<file path="src/rtl/act_quant_child.sv">
// Post-bias activation and requantisation stage: activation, unsigned scale, round-half-up
// right shift and signed saturation in a 3-stage valid-tagged pipeline.
module act_quant_child #(
  parameter int unsigned DATA_WIDTH  = 32,
  parameter int unsigned SCALE_WIDTH = 16,
  parameter int unsigned OUT_WIDTH   = 8
) (
  input  logic                          clk,
  input  logic                          rst,
  input  logic signed [DATA_WIDTH-1:0]  act_data_in,
  input  logic                          act_valid_in,
  input  logic                          cfg_valid,
  output logic                          cfg_ready,
  input  logic [1:0]                    cfg_mode,
  input  logic [SCALE_WIDTH-1:0]        cfg_scale,
  input  logic [5:0]                    cfg_shift,
  output logic signed [OUT_WIDTH-1:0]   act_q_data_out,
  output logic                          act_q_valid_out,
  output logic                          act_busy
);

  localparam int unsigned ProdWidth = DATA_WIDTH + SCALE_WIDTH + 1;
  localparam int unsigned RndWidth  = ProdWidth + 1;
  localparam logic [5:0]  MaxShift  = 6'd48;

  localparam logic signed [RndWidth-1:0] SatHi =
      {{(RndWidth - OUT_WIDTH + 1){1'b0}}, {(OUT_WIDTH - 1){1'b1}}};
  localparam logic signed [RndWidth-1:0] SatLo = ~SatHi;
  localparam logic signed [OUT_WIDTH-1:0] OutMax = {1'b0, {(OUT_WIDTH - 1){1'b1}}};
  localparam logic signed [OUT_WIDTH-1:0] OutMin = {1'b1, {(OUT_WIDTH - 1){1'b0}}};

  typedef enum logic [1:0] {
    ModeIdent = 2'b00,
    ModeRelu  = 2'b01,
    ModeLeaky = 2'b10,
    ModeRsvd  = 2'b11
  } mode_e;

  // Configuration
  mode_e                   mode_q;
  logic [SCALE_WIDTH-1:0]  scale_q;
  logic [5:0]              shift_q;
  logic                    cfg_commit;
  logic [5:0]              shift_clamped;

  // Pipeline state
  logic signed [DATA_WIDTH-1:0] a1_q, a1_d;
  logic                         v1_q;
  logic signed [ProdWidth-1:0]  p_q, p_d;
  logic                         v2_q;
  logic signed [OUT_WIDTH-1:0]  out_q, out_d;
  logic                         v3_q;

  // Stage 3 intermediates
  logic signed [ProdWidth-1:0]  a1_ext;
  logic signed [ProdWidth-1:0]  scale_ext;
  logic signed [RndWidth-1:0]   p_ext;
  logic signed [RndWidth-1:0]   rnd;
  logic signed [RndWidth-1:0]   sum;
  logic signed [RndWidth-1:0]   r;

  // Config may only change while nothing is in flight or arriving.
  assign cfg_ready     = !act_valid_in && !v1_q && !v2_q && !v3_q;
  assign cfg_commit    = cfg_valid && cfg_ready;
  assign shift_clamped = (cfg_shift > MaxShift) ? MaxShift : cfg_shift;

  // Stage 1: activation
  always_comb begin
    a1_d = act_data_in;
    unique case (mode_q)
      ModeIdent: a1_d = act_data_in;
      ModeRelu:  a1_d = act_data_in[DATA_WIDTH-1] ? '0 : act_data_in;
      ModeLeaky: a1_d = act_data_in[DATA_WIDTH-1] ? (act_data_in >>> 3) : act_data_in;
      ModeRsvd:  a1_d = act_data_in;
      default:   a1_d = act_data_in;
    endcase
  end

  // Stage 2: signed multiply by zero-extended scale; full width, cannot overflow
  always_comb begin
    a1_ext    = {{(ProdWidth - DATA_WIDTH){a1_q[DATA_WIDTH-1]}}, a1_q};
    scale_ext = {{(ProdWidth - SCALE_WIDTH){1'b0}}, scale_q};
    p_d       = a1_ext * scale_ext;
  end

  // Stage 3: round half toward +inf, arithmetic shift, saturate
  always_comb begin
    p_ext = {p_q[ProdWidth-1], p_q};
    rnd   = '0;
    if (shift_q != 6'd0) begin
      rnd = RndWidth'(1) << (shift_q - 6'd1);
    end
    sum = p_ext + rnd;
    r   = sum >>> shift_q;
    if (r > SatHi) begin
      out_d = OutMax;
    end else if (r < SatLo) begin
      out_d = OutMin;
    end else begin
      out_d = r[OUT_WIDTH-1:0];
    end
  end

  always_ff @(posedge clk) begin
    if (rst) begin
      mode_q  <= ModeIdent;
      scale_q <= SCALE_WIDTH'(1);
      shift_q <= '0;
      a1_q    <= '0;
      v1_q    <= 1'b0;
      p_q     <= '0;
      v2_q    <= 1'b0;
      out_q   <= '0;
      v3_q    <= 1'b0;
    end else begin
      v1_q <= act_valid_in;
      v2_q <= v1_q;
      v3_q <= v2_q;
      // Data registers hold across bubbles so the output stays stable.
      if (act_valid_in) a1_q  <= a1_d;
      if (v1_q)         p_q   <= p_d;
      if (v2_q)         out_q <= out_d;
      if (cfg_commit) begin
        mode_q  <= mode_e'(cfg_mode);
        scale_q <= cfg_scale;
        shift_q <= shift_clamped;
      end
    end
  end

  assign act_q_data_out  = out_q;
  assign act_q_valid_out = v3_q;
  assign act_busy        = v1_q | v2_q | v3_q;

endmodule

</file>
<file path="config.mk">
export PLATFORM = sky130hd
export DESIGN_NAME = act_quant_child
export DESIGN_NICKNAME = d
export VERILOG_FILES = /design/src/rtl/act_quant_child.sv
export SDC_FILE = /design/constraint.sdc
export NUM_CORES = 2
export LEC_CHECK = 0
export BUFFER_PORTS_ARGS = -buffer_cell sky130_fd_sc_hd__buf_2
export CAP_MARGIN = 20
export CORE_MARGIN = 5
export CORE_UTILIZATION = 55
export DETAILED_ROUTE_END_ITERATION = 12
export GPL_ROUTABILITY_DRIVEN = 0
export GPL_TIMING_DRIVEN = 1
export PLACE_DENSITY = 0.71
export SLEW_MARGIN = 20
export SYNTH_ARGS = -nofsm -noshare
export SYNTH_HDL_FRONTEND = slang
export SYNTH_SLANG_ARGS = --single-unit
</file>
<file path="constraint.sdc">
create_clock -name clk -period 12.26 [get_ports clk]
set_input_delay 3.678 -clock clk [delete_from_list [all_inputs] [get_ports clk]]
set_output_delay 3.678 -clock clk [all_outputs]
set_load 0.005 [all_outputs]
</file>
# --- After elaboration in Yosys (flattened, before gate mapping) ---
# Cells that the tools add are included.
totals:
  reg_bits: 116
  inputBits: 60
  out_inout_bits: 11
  elab_cells: 40
classes:
  n_addsub: 2
  n_mul: 1
  order_cmp: 3
  n_eq_ne: 3
  shifts: 2
  n_mux: 7
  n_bitwise: 2
  n_reduce_logical: 11
ops:
  columns: ["cell", "count"]
  rows:
  - ["32-bit case mux with 3 select lines", 1]
  - ["49-bit by 50-bit adder with 50-bit output", 1]
  - ["50-bit by 8-bit > comparator with 1-bit output, second input constant", 1]
  - ["50-bit by 8-bit < comparator with 1-bit output, second input constant", 1]
  - ["50-bit two-way mux", 1]
  - ["1-bit by 6-bit << shifter with 50-bit output, first input constant", 1]
  - ["50-bit by 6-bit >>> shifter with 50-bit output", 1]
  - ["32-bit by 17-bit multiplier with 49-bit output", 1]
  - ["32-bit two-way mux", 1]
  - ["31-bit two-way mux", 1]
  - ["8-bit two-way mux", 2]
  - ["6-bit > comparator, second input constant", 1]
  - ["6-bit two-way mux", 1]
  - ["6-bit nonzero test", 1]
  - ["6-bit by 1-bit subtractor with 6-bit output, second input constant", 1]
  - ["2-bit equality test, second input constant", 2]
  - ["1-bit logical AND", 4]
  - ["1-bit logical NOT", 4]
  - ["2-bit by 1-bit equality test with 1-bit output, second input constant", 1]
  - ["2-bit logical NOT", 1]
  - ["1-bit bitwise OR", 2]
  - ["2-bit OR reduction", 1]

# --- Depth between registers and ports, before layout ---
depth:
  word_depth: 8
  mapped_depth: 31
  mapped_depth_nobuf: 30

# --- Worst setup path before layout ---
# No wires, ideal clock.
synth_timing:
  path_type: "input to output"
  from: "input port act_valid_in"
  to: "output port cfg_ready"
  arrival_ps: 3834
  required_time_ps: 8582
  slack_ps: 4748
  stages: 1
  path_buffers: 0
  path_cell_list: "nor2_1"
synth_via:
  elab_chain_cells: 4
synth_rtl:
  columns: ["element", "line_no", "rtl"]
  rows:
  - ["start, declared", "11", "input logic act_valid_in,"]
  - ["1-bit logical NOT", "63", "assign cfg_ready = !act_valid_in && !v1_q && !v2_q && !v3_q;"]
  - ["1-bit logical AND (3 in series)", "63", null]
  - ["end, declared", "13", "output logic cfg_ready,"]
# No other way between the ends.

# --- Final worst setup path ---
# Same ends and word-level chain as after synthesis.

==> results.py <==
metrics = {
    "timing": {
        "maxSlewViolCount": 0,
        "fin_skew_ns": 0.0197,
        "rsz0062_at_grt": "no",
        "finalSetupViolCount": 0,
        "period_minus_slack_ns": 8.27,
        "final.period_utilization_pct": 67.5,
        "finalHoldViolCount": 0,
        "worstMarginPinSlew_ns": 1.04,
        "max_slew_margin_pct": 30.5,
        "fmax_mhz": 121,
        "timing.setup.tns_ns": 0,
        "timing.final.ws_setup_ns": 3.99,
    },
    "clock_tree": {
        "clk_pin_slew_worst_paths_ns": 0.06,
        "cts_hold_buf": 0,
        "cts_setup_buffers": 0,
        "cts_max_level": 4,
        "clock-sinks": 116,
        "numCtsBuffers": 17,
        "post_cts_resized": 0,
        "cts_tree": "built",
        "ctsRootBufferMaster": "clkbuf_16",
        "clkLatencyLatePin_ns": 0.49,
        "clockBufferDepth": 2,
    },
    "floorplan": {
        "core_mm2": 0.0549,
        "fp.dieW_um": 245,
        "start_util_pct": 55.2,
        "rows": 86,
        "io_pins": 71,
        "die_area_mm2": 0.0599,
        "fp.dieH_um": 245,
    },
    "setup_path": {
        "r2r-start": "scale_q[6]$_SDFFE_PP0P_",
        "critPathMaxFanout": 66,
        "reg2reg_slack_ns": 4.16,
        "cp-startpoint": "act_valid_in",
        "critPathKind": "in2out",
        "critical_path.startpoint_type": "input port",
        "cp.required_ns": 8.58,
        "cp-end-kind": "output pin",
        "arrival_ns": 4.59,
    },
    "logic_synthesis": {
        "synth_top_area_share_pct": 32.4,
        "netlist_area_mm2": 0.0303,
        "synth_edf_count": 0,
        "synthTopCellsByCount": "545 x inv_1, 521 x nand2_1, 490 x fa_1, 266 x nor2_1, 216 x and2_1",
        "yosysUniqueCellTypes": 110,
        "syn_avg_cell_area_um2": 8.08,
        "netlist_instances": 3750,
        "synthFlopType": "dfxtp_1",
        "yosysMostFrequentCell": "inv_1",
        "synth_fp_nets": 4468,
        "ys_seq_elements": 116,
        "synth_area_leaders": "fa_1 32%, dfxtp_1 7.7%, ha_1 6.9%",
        "ys_warn_count": 0,
        "async_flop_share_pct": 0,
        "synth_seq_area_share_pct": 7.66,
        "synth_area_leader_cell": "fa_1",
    },
    "final_layout": {
        "finish.net_count": 4374,
        "fillCellCount": 5121,
        "area.growth.synth_to_final_pct": 4.23,
        "drive_gt1_share_pct": 6.54,
        "diodes": 0,
    },
    "drt": {
        "vias_per_cell": 6.15,
        "drt-total-wl_mm": 87.3,
        "drt_pass1_iterations": 9,
        "num_vias": 26900,
        "wl_per_cell_um": 20.0,
        "drtAntennaViolNets": 0,
        "drc_errors": 0,
        "first_iter_violations": 2811,
    },
    "min_path": {
        "hold_path.class": "reg2reg",
        "holdCritStartpoint": "scale_q[12]$_SDFFE_PP0P_",
    },
    "status": {
        "status": "finished clean",
    },
    "global_route": {
        "grt_pass1_wl_mm": 145,
        "grt.overflow.total": 0,
        "grt_pass1_vias": 27300,
        "grt_use_total_pct": 29.8,
        "grt_max_degree": 68,
        "antenna_found_initial": 0,
    },
    "power_and_ir_drop": {
        "total_power_uw": 1860,
        "ir_worst_vdd_mv": 0.117,
        "leakagePower_uw": 0.0137,
        "power.density_mw_per_mm2": 58.9,
    },
    "placement": {
        "hpwl_mm": 67.8,
        "port_buffers": 70,
        "dp_slack_ns": 3.97,
    },
    "flow_run": {
        "max_cap_viol_count": 0,
    },
}
cells in the final DEF, fill, tap and decap left out, types with 72 or more instances in the layout:
master | synthesis | layout
a21oi_1 | 173 | 173
dfxtp_1 | 116 | 111
and2_1 | 216 | 216
nand2_1 | 521 | 521
inv_1 | 545 | 545
nor2_1 | 266 | 266
fa_1 | 490 | 490
a211oi_1 | 79 | 79
ha_1 | 168 | 168
mux2i_1 | 72 | 72
per-layer routing:
layer | vias to the layer above | wire length (um) | track usage (%) | part of all wire (%)
met5 | - | 0 | 0 | 0
met1 | 13200 | 35700 | 40.0 | 41
met3 | 255 | 7660 | 5.51 | 8.8
li1 | 12200 | - | - | -
met2 | 1304 | 40700 | 48.6 | 47
met4 | 0 | 3300 | 10.6 | 3.8
metrics by stage:
step | util (%) | cell area (um2) | cells | hold WS (ns)
3_5_place_dp | 56.5 | 31000 | 4340 | 0.447
5_1_grt | 57.6 | 31600 | 4373 | 0.472
2_1_floorplan | - | 30300 | 3750 | 0.445
3_3_place_gp | 56.5 | 31000 | 4340 | 0.443
4_1_cts | 57.6 | 31600 | 4372 | 0.455
6_report | 57.6 | 31600 | 4373 | 0.455
area by class of cell:
cell class	instances	area, um2	share of cell area (%)
well taps	704	881	2.79
inverters	547	2050	6.50
multi-input cells	2853	25000	79.1
clock inverters	11	153	0.483
flip-flops and latches	116	2330	7.37
clock buffers	21	450	1.43
repair buffers	121	733	2.32
flip-flops by register name, indices dropped and copies added, names as in the netlist:
signal and flops:
act_q_data_out 8, v2_q 1, p_q 49, shift_q 6, act_q_valid_out 1, v1_q 1
scale_q 16, mode_q 2, a1_q 32
cells by family after synthesis:
group	Yosys count	synth area share, %
compound gates	718	16.8
xor+xnor	87	2.63
fa+ha+maj	658	39.3
buf+inv	781	9.90
flops	116	7.66
mux	96	3.60
simple gates	1294	20.1
report_power, final:
group / internal, uW / switching, uW / total, uW
Combinational: 326 / 533 / 859
Clock: 325 / 223 / 548
Sequential: 405 / 49.6 / 455
worst max-delay path, stage by stage:
cell,delay (ns)
buf_2,0.08
buf_4,0.51
nor2_1,0.16
buf_2,0.17
path summary, 6_finish.rpt:
| kind | to | cells after the start |
|---|---|---|
| setup / recovery | cfg_ready | 4 |
| hold / removal | scale_q[12]$_SDFFE_PP0P_ | 2 |
| hold reg to reg | scale_q[12]$_SDFFE_PP0P_ | 2 |
| setup reg to reg | p_q[41]$_SDFFE_PP0P_ | 29 |
Note: power is estimated with default switching activity, not from simulation.
